**config.mk**
```make
export PLATFORM = sky130hd
export DESIGN_NAME = ysyx_25030093_lsu
export DESIGN_NICKNAME = d
export VERILOG_FILES = /design/src/rtl/ysyx_25030093_lsu.sv
export SDC_FILE = /design/constraint.sdc
export NUM_CORES = 1
export LEC_CHECK = 0
export CAP_MARGIN = 20
export CORE_ASPECT_RATIO = 1.5
export CORE_MARGIN = 1
export CORE_UTILIZATION = 30
export DETAILED_ROUTE_END_ITERATION = 8
export SYNTH_ARGS = -nofsm -noshare
export SYNTH_HDL_FRONTEND = slang
export SYNTH_SLANG_ARGS = --single-unit
```
**constraint.sdc**
```tcl
create_clock -name clock -period 2.15 [get_ports clock]
set_input_delay 0.5375 -clock clock [delete_from_list [all_inputs] [get_ports clock]]
set_output_delay 0.5375 -clock clock [all_outputs]
set_load 0.02 [all_outputs]
```
**src/rtl/ysyx_25030093_lsu.sv**
```systemverilog
// ysyx_25030093_lsu: multi-cycle RV32 load/store sequencer between the EXU and a valid/ready data memory
module ysyx_25030093_lsu #(
  parameter logic [31:0] ADDR_LO = 32'h8000_0000,
  parameter logic [31:0] ADDR_HI = 32'h87ff_ffff,
  parameter int TIMEOUT_CYC = 1023
) (
  input  logic        clock,
  input  logic        reset,
  input  logic        req_valid,
  output logic        req_ready,
  input  logic        req_wen,
  input  logic [2:0]  req_funct3,
  input  logic [31:0] req_addr,
  input  logic [31:0] req_wdata,
  output logic        resp_valid,
  input  logic        resp_ready,
  output logic [31:0] resp_rdata,
  output logic        resp_err,
  output logic        mem_req_valid,
  input  logic        mem_req_ready,
  output logic        mem_we,
  output logic [31:0] mem_addr,
  output logic [31:0] mem_wdata,
  output logic [3:0]  mem_wstrb,
  input  logic        mem_resp_valid,
  output logic        mem_resp_ready,
  input  logic [31:0] mem_resp_rdata
);
  localparam int CW = $clog2(TIMEOUT_CYC + 1);
  typedef enum logic [1:0] {IDLE, ISSUE, WAIT, RESP} state_t;
  state_t state_q, state_d;
  logic wen_q, wen_d, err_q, err_d;
  logic [2:0] f3_q, f3_d;
  logic [31:0] addr_q, addr_d, wdata_q, wdata_d, rdata_q, rdata_d;
  logic [CW-1:0] cnt_q, cnt_d;
  logic accept, bad, timeout;
  logic [31:0] word, ld;
  always_comb begin
    accept = state_q == IDLE && req_valid;
    bad = (req_wen ? req_funct3 >= 3'd3 : (req_funct3 == 3'd3 || req_funct3[2:1] == 2'b11)) ||
          (req_funct3[1:0] == 2'b01 && req_addr[0]) ||
          (req_funct3[1:0] == 2'b10 && req_addr[1:0] != 2'b00) ||
          req_addr < ADDR_LO || req_addr > ADDR_HI;
    timeout = cnt_q == CW'(TIMEOUT_CYC - 1);
    word = mem_resp_rdata >> {addr_q[1:0], 3'b000};
    ld = f3_q[1] ? word :
         f3_q[0] ? {{16{~f3_q[2] & word[15]}}, word[15:0]} :
                   {{24{~f3_q[2] & word[7]}}, word[7:0]};
    wen_d = accept ? req_wen : wen_q;
    f3_d = accept ? req_funct3 : f3_q;
    addr_d = accept ? req_addr : addr_q;
    wdata_d = accept ? req_wdata : wdata_q;
    cnt_d = state_q == WAIT ? cnt_q + 1'b1 : '0;
    rdata_d = accept ? '0 : (state_q == WAIT && mem_resp_valid && !wen_q) ? ld : rdata_q;
    err_d = accept ? bad : state_q == WAIT ? (mem_resp_valid ? 1'b0 : (timeout | err_q)) : err_q;
  end
  always_comb begin
    state_d = state_q;
    case (state_q)
      IDLE:  state_d = req_valid ? (bad ? RESP : ISSUE) : IDLE;
      ISSUE: state_d = mem_req_ready ? WAIT : ISSUE;
      WAIT:  state_d = (mem_resp_valid || timeout) ? RESP : WAIT;
      RESP:  state_d = resp_ready ? IDLE : RESP;
    endcase
  end
  always_comb begin
    req_ready = state_q == IDLE;
    mem_req_valid = state_q == ISSUE;
    mem_resp_ready = state_q == WAIT;
    resp_valid = state_q == RESP;
    mem_we = mem_req_valid & wen_q;
    mem_addr = mem_req_valid ? {addr_q[31:2], 2'b00} : '0;
    mem_wstrb = !mem_we ? 4'b0000 : f3_q[1] ? 4'b1111 :
                f3_q[0] ? 4'b0011 << addr_q[1:0] : 4'b0001 << addr_q[1:0];
    mem_wdata = !mem_we ? '0 : f3_q[1] ? wdata_q :
                f3_q[0] ? {2{wdata_q[15:0]}} : {4{wdata_q[7:0]}};
    resp_rdata = resp_valid ? rdata_q : '0;
    resp_err = resp_valid & err_q;
  end
  always_ff @(posedge clock) begin
    if (reset) begin
      state_q <= IDLE;
      wen_q <= 1'b0;
      f3_q <= '0;
      addr_q <= '0;
      wdata_q <= '0;
      rdata_q <= '0;
      err_q <= 1'b0;
      cnt_q <= '0;
    end else begin
      state_q <= state_d;
      wen_q <= wen_d;
      f3_q <= f3_d;
      addr_q <= addr_d;
      wdata_q <= wdata_d;
      rdata_q <= rdata_d;
      err_q <= err_d;
      cnt_q <= cnt_d;
    end
  end
endmodule

```
==> impl_metrics.yaml <==
synthesis:
  synth_area_leader_cell: "dfxtp_1"
  synth_flop_cell: "dfxtp_1"
  syn_area_per_cell_um2: 7.526
  seq_area_frac_synth_pct: 40.03
  yosysWarningCount: 0
  synth_cell_type_count: 46
  synthCells: 751
  synth-seq-cells: 113
  synthTopCellsByArea: "dfxtp_1 (40%), nand2_1 (12%), a21oi_1 (11%), mux2i_1 (5.8%), and3_1 (4.5%)"
  async_flop_share_pct: 0
  synth_area_um2: 5652
  synth_edf_count: 0
  yosysTopAreaCellShare_pct: 40.03
finish:
  fin_cells: 1224
  drive_above_1_share_pct: 22.22
  final_util_pct: 46.18
  antenna_cells: 0
  area_delta_synth_final_pct: 50.92
  nNetsFinal: 1068
global_route:
  grt_max_degree: 69
  grt-ovfl-total: 0
  grt_pass1_vias: 5773
  grt_pass1_wl_mm: 30.28
  groute.usage.overall_pct: 20.15
  antenna_found_initial: 0
floorplanning:
  io_pins: 212
  die_x_um: 114.1
  dieArea_um2: 19400
  coreArea_um2: 18470
  rows: 61
  die_h_um: 170.1
  initial_core_util_pct: 30.60
drt:
  drtIter0Drc: 349
  viasPerCell: 4.791
  drc: 0
  drt-total-wl_mm: 19.16
  ant_nets: 0
  wl_per_cell_um: 15.65
  drt_pass1_iterations: 5
  vias: 5864
power_and_ir_drop:
  p_seq_share_pct: 36.5
  p_int_mw: 4.603
  p_sw_mw: 1.763
  clock_power_share_pct: 43.6
  ir_drop_mv: 0.4313
  p_comb_share_pct: 19.9
  p_leak_nw: 3.427
  cellPowerDensity_nw_per_um2: 746.4
  sw_frac_of_total_pct: 27.69
clock_network:
  worstSkewPairLatency_ns: 0.41
  tritoncts: "done"
  cts_root_buf: "clkbuf_16"
  htreeDepth: 4
  clock_sinks: 113
  cts_buffers: 17
  clock_path_buffers: 2
  clk_pin_slew_worst_paths_ns: 0.05
worst_hold_path:
  hp-class: "in -> reg"
  min_from: "reset"
  hold_end: "state_q[0]"
  whs_path_depth: 2
worst_setup_path:
  r2r-end: "rdata_q[5]"
  arrival_ns: 1.56
  critPathLaunchType: "flip-flop"
  r2r_start: "state_q[0]"
  cp_max_fo: 21
  end_kind: "output pin"
  reg2regPathDepth: 8
  cp.required_ns: 1.61
  path_class: "reg -> out"
  regToRegSetupSlack_ns: 0.37
timing:
  max_freq_mhz: 477.3
  hold_viol_final: 0
  tns_ns: 0
  finClkSkew_ns: 0.005997
  final.min_clock_period_ns: 2.095
  holdWs_ns: 0.4033
  grt_setup_unrepaired: "yes"
  min_period_over_period_pct: 97.45
  finalSetupViolCount: 0
  finalMaxSlewViolations: 0
placed_design:
  dpl.cell_count: 1193
  numPortBuffers: 209
  globalplace.congestion: 0.8243
  dpl.hpwl_mm: 13.54
run:
  maxCapViolCount: 0
status:
  outcome: "finished, final reports clean"
[cell usage in the layout, fill, tap and decap left out, types with 4 or more instances in the layout]
cell             count
o211ai_1             8
buf_4               54
buf_12               8
nor3_1               4
a21oi_2              8
dfxtp_1            111
clkbuf_16           17
and2_1              31
clkinvlp_4           4
clkdlybuf4s15_2     21
a22o_1               6
mux2_2               8
clkdlybuf4s50_1    104
a21oi_1            118
clkbuf_2            32
nand2_1            181
nand3_1              5
or2_2                9
xnor2_1              5
nor2_1              43
inv_1                7
and3_1              41
mux2i_1             33
clkinv_2             4
o21ai_0             26
buf_2               28
[flip-flops by register name, summed over array words and instances, names as in the netlist]
register / count
addr_q: 32
rdata_q: 32
wdata_q: 32
cnt_q: 10
f3_q: 3
state_q: 2
err_q: 1
wen_q: 1
[metrics by stage]
stage,worst slack [ns],power (mW),area [um^2]
floorplan,0.09870,3.033,5655
global placement,-0.06212,3.625,8183
detailed placement,-0.09511,3.628,8183
CTS,-0.05690,6.437,8683
global route,-0.01959,6.678,8529
finish,0.05474,6.367,8529
[worst max path at each step]
stage,to,cells past startpoint,startpoint
after global routing,mem_wdata[15],5,state_q[0]
after detailed placement,state_q[1],4,req_addr[27]
after floorplan,mem_wdata[22],6,state_q[0]
after global placement,rdata_q[15],5,mem_resp_rdata[31]
final,mem_addr[21],4,state_q[0]
after CTS,mem_wdata[24],6,f3_q[0]
[kinds of logic after synthesis]
logic type / Yosys count / synth area share [%]
other: 1 / 0.06635
xor gates and xnor gates: 8 / 1.240
buffers and inverters: 72 / 5.601
AOI/OAI and AO/OA: 176 / 17.03
and+or+nand+nor: 337 / 27.76
DFF: 113 / 40.03
adders and majority gates: 2 / 0.4427
muxes: 42 / 7.837
[power by group through the flow]
stage | Clock [mW] | Combinational (mW) | Sequential, mW
global placement | 0 | 1.26 | 2.36
detailed placement | 0 | 1.26 | 2.36
CTS | 2.85 | 1.27 | 2.32
global route | 2.94 | 1.40 | 2.34
floorplan | 0 | 0.695 | 2.34
finish | 2.77 | 1.27 | 2.33
[final cells by class]
class,instances,area [um^2]
Clock inverter,10,110.1
Multi-Input combinational cell,567,3122
Sequential cell,113,2267
Fill cell,1935,9941
Clock buffer,21,470.5
Tap cell,252,315.3
Inverter,7,26.28
Timing Repair Buffer,254,2218
[what timing repair did]
item	CTS	global route
endpoints found under the setup margin	104	102
resized for setup	288	109
hold buffers	0	0
setup buffers	0	0
endpoints found under the hold margin	0	0
[synthesized netlist by cell type, types with 6 or more instances]
cell	n
clkbuf_1	42
buf_2	12
and2_1	31
mux2_2	8
a22o_1	6
mux2i_1	33
or2_2	10
o211ai_1	8
and3_1	41
buf_4	8
inv_1	7
a21oi_1	124
nand2_1	183
nor2_1	46
o21ai_0	26
dfxtp_1	113
[critical path, stage by stage, from the launching register on]
cell and delay, ns:
dfxtp_1 0.32, nor2b_4 0.23, buf_12 0.17, and2_1 0.16
clkdlybuf4s15_2 0.26
[routing by layer]
metal / wire, um / track usage (%) / vias up / part of all wire [%]
li1: - / - / 2947 / -
met1: 7798 / 23.32 / 2696 / 41
met3: 1035 / 4.345 / 27 / 5.4
met5: 0 / 0 / - / 0
met4: 481 / 8.583 / 0 / 2.5
met2: 9845 / 35.44 / 194 / 51
Power figures use the tool's default switching activity.
==> RTL edit, RTL diff (config.mk and constraints unchanged) <==
The 4 states of `state_t` get a one-hot encoding in 4 bits.
--- a/src/rtl/ysyx_25030093_lsu.sv
+++ b/src/rtl/ysyx_25030093_lsu.sv
@@ -27,7 +27,7 @@
   input  logic [31:0] mem_resp_rdata
 );
   localparam int CW = $clog2(TIMEOUT_CYC + 1);
-  typedef enum logic [1:0] {IDLE, ISSUE, WAIT, RESP} state_t;
+  typedef enum logic [3:0] {IDLE = 4'b0001, ISSUE = 4'b0010, WAIT = 4'b0100, RESP = 4'b1000} state_t;
   state_t state_q, state_d;
   logic wen_q, wen_d, err_q, err_d;
   logic [2:0] f3_q, f3_d;
Function: same outputs for any inputs over 10 cycles, from zero or initial values and one cycle with reset high; not proved beyond that.
==> RTL edit against the original RTL <==
Worst setup slack got worse by 0.32 ns; die area fell by 0.96%; power decreased by 3.9%; critical path depth rose by 3; the run now ends with setup timing left; sequential cell count rose by 2; largest cell class unchanged; via count fell by 4.1%; wire length grew 7.0%; critical endpoint is now mem_wdata[2]; sequential share of layout area fell by 2.2 points; area after synthesis fell by 0.97%; cell area increased by 11%; count of clock-buffer cells in the layout shrank 4.
==> RTL edit: results (changes against the original RTL) <==
[grt]
overflow = 0  ; unchanged
grt_max_degree = 65  ; was 69
antenna_found_initial = 1  ; was 0
grt_pass1_vias = 5580  ; was 5773
grt_first_pass_wirelength_mm = 30.20  ; was 30.28 mm
grt.total_usage_pct = 20.56  ; was 20.15%

[logic_synthesis]
ys_seq_area_share_pct = 41.14  ; was 40.03%
synth.area.mux_share_pct = 7.534  ; was 7.837%
yosysUniqueCellTypes = 53  ; was 46
synth_common_cells = 115 x dfxtp_1, 68 x a22o_1, 64 x and2_1  ; was 183 x nand2_1, 124 x a21oi_1, 113 x dfxtp_1
ys_async_sr_fraction_pct = 0  ; unchanged
synth-compound-area-share_pct = 24.23  ; was 17.02%
synth-main-ff-cell = dfxtp_1  ; unchanged
synth_fa_ha_area_share_pct = 0.4471  ; was 0.4428%
synthTopCellsByArea = dfxtp_1 41%, a22o_1 11%, and2_1 7.2%  ; was dfxtp_1 40%, nand2_1 12%, a21oi_1 11%
synth_xor_area_share_pct = 1.252  ; was 1.240%
yosysWarnings = 0  ; unchanged

[power]
p_leak_nw = 3.691  ; was 3.427 nW
vdd_drop_max_mv = 0.4119  ; was 0.4313 mV

[cells_and_area]
nets = 966  ; was 1068
fillCellCount = 1669  ; was 1935
layout-drive-gt1-share_pct = 34.67  ; was 22.22%
top_regs = addr_q (32), rdata_q (32), wdata_q (32)  ; unchanged

[sta]
worst_pin_slew_ns = 0.5857
setup-violations-final = 101  ; was 0
finalSetupTns_ns = -19.45  ; was 0 ns
clock_skew_ns = 0.01074  ; was 0.005997 ns
setup_slack_ns = -0.2605  ; was 0.05474 ns

[clock_network]
path_clk_slew_ns = 0.06
numCtsBuffers = 17  ; unchanged
worstSkewPairLatency_ns = 0.41  ; about the same
max-clock-path-buffers = 2  ; unchanged
cts_root_buffer = clkbuf_16  ; unchanged
htreeDepth = 4  ; unchanged

[worst_hold_path]
hold_class = reg2reg  ; was in2reg

[route]
vias_per_cell = 5.019  ; was 4.791
dr.pass1.iters = 4  ; was 5
drtIter0Drc = 326  ; was 349
avgRoutedWirePerCell_um = 18.30  ; was 15.65 um

[setup_path]
critPathMaxFanout = 10  ; was 21
cp_slowest_cell = dfxtp_2  ; was dfxtp_1
max_stage_delay_ns = 0.32  ; about the same
crit_family = buffers and inverters  ; unchanged
cp_data_arrival_time_ns = 1.87  ; was 1.56 ns

[place]
gp_congestion = 0.8735  ; was 0.8243
dpl_worst_slack_ns = -0.3321  ; was -0.09511 ns
dp_hpwl_mm = 13.94  ; was 13.54 mm
io_buffers = 209  ; unchanged

[outcome]
violations = setup timing
status = finished with violations  ; was finished, final reports clean

RTL edit: cell type report:
cell class	count	area, um^2	area share, %
antenna	1	2.502	0.02651
clock buffer	17	425.4	4.506
timing repair buffer	271	2963	31.39
tap	248	310.3	3.287
clock inverter	15	120.1	1.272
inverter	6	35.03	0.3711
sequential	115	2306	24.43
multi-input combinational	447	3278	34.72
RTL edit: final timing paths:
path | from | cells past startpoint | to | slack, ns
worst max-delay path | state_q[0] | 7 | mem_wdata[2] | -0.26
worst min register to register | rdata_q[5] | 2 | rdata_q[5] | 0.46
worst max register to register | addr_q[0] | 7 | rdata_q[8] | 0.10
worst min-delay path | rdata_q[5] | 2 | rdata_q[5] | 0.46
RTL edit: through the flow:
step / area (um^2) / instances / util, %
final: 9440 / 1120 / 52.18
after global routing: 9440 / 1120 / 52.18
after CTS: 8969 / 1114 / 49.57
after detailed placement: 8178 / 1074 / 45.20
after global placement: 8178 / 1074 / 45.20
after floorplan: 5600 / 625 / -
RTL edit: worst register-to-register path, stage by stage, from the launching register on:
cell	delay [ns]
dfxtp_1	0.36
buf_4	0.15
buf_4	0.24
mux4_2	0.58
buf_4	0.17
a21o_1	0.23
o211ai_1	0.12
a21oi_1	0.09
RTL edit: report_power, final:
| part | internal, W | leakage (nW) | switching [W] |
|---|---|---|---|
| clock network | 0.00150 | 0.262 | 0.00113 |
| registers | 0.00227 | 0.937 | 0.0000987 |
| logic | 0.000570 | 2.49 | 0.000550 |
| total | 0.00434 | 3.69 | 0.00178 |
RTL edit: what timing repair did:
item	4_1_cts	5_1_grt
setup endpoints to repair	104	120
pin swaps	3	30
buffers inserted	2	1
hold buffers	0	0
cloned	6	4
gates resized for setup	603	111
RTL edit: cells by family (layout without fill, tap and decap cells):
| group | Yosys count | count (layout) |
|---|---|---|
| adder cells (fa/ha/maj) | 2 | 2 |
| flip-flops | 115 | 115 |
| buffers and inverters | 63 | 309 |
| XOR/XNOR | 8 | 8 |
| multiplexers | 40 | 40 |
| other | 1 | 3 |
| AND/OR/NAND/NOR | 213 | 213 |
| AO/OA/AOI/OAI | 182 | 182 |
RTL edit: metal layers:
metal / share of wire (%) / GRT usage, %
met5: 0 / 0
met4: 4.0 / 10.64
met3: 6.0 / 4.571
met2: 52 / 37.12
met1: 38 / 22.18
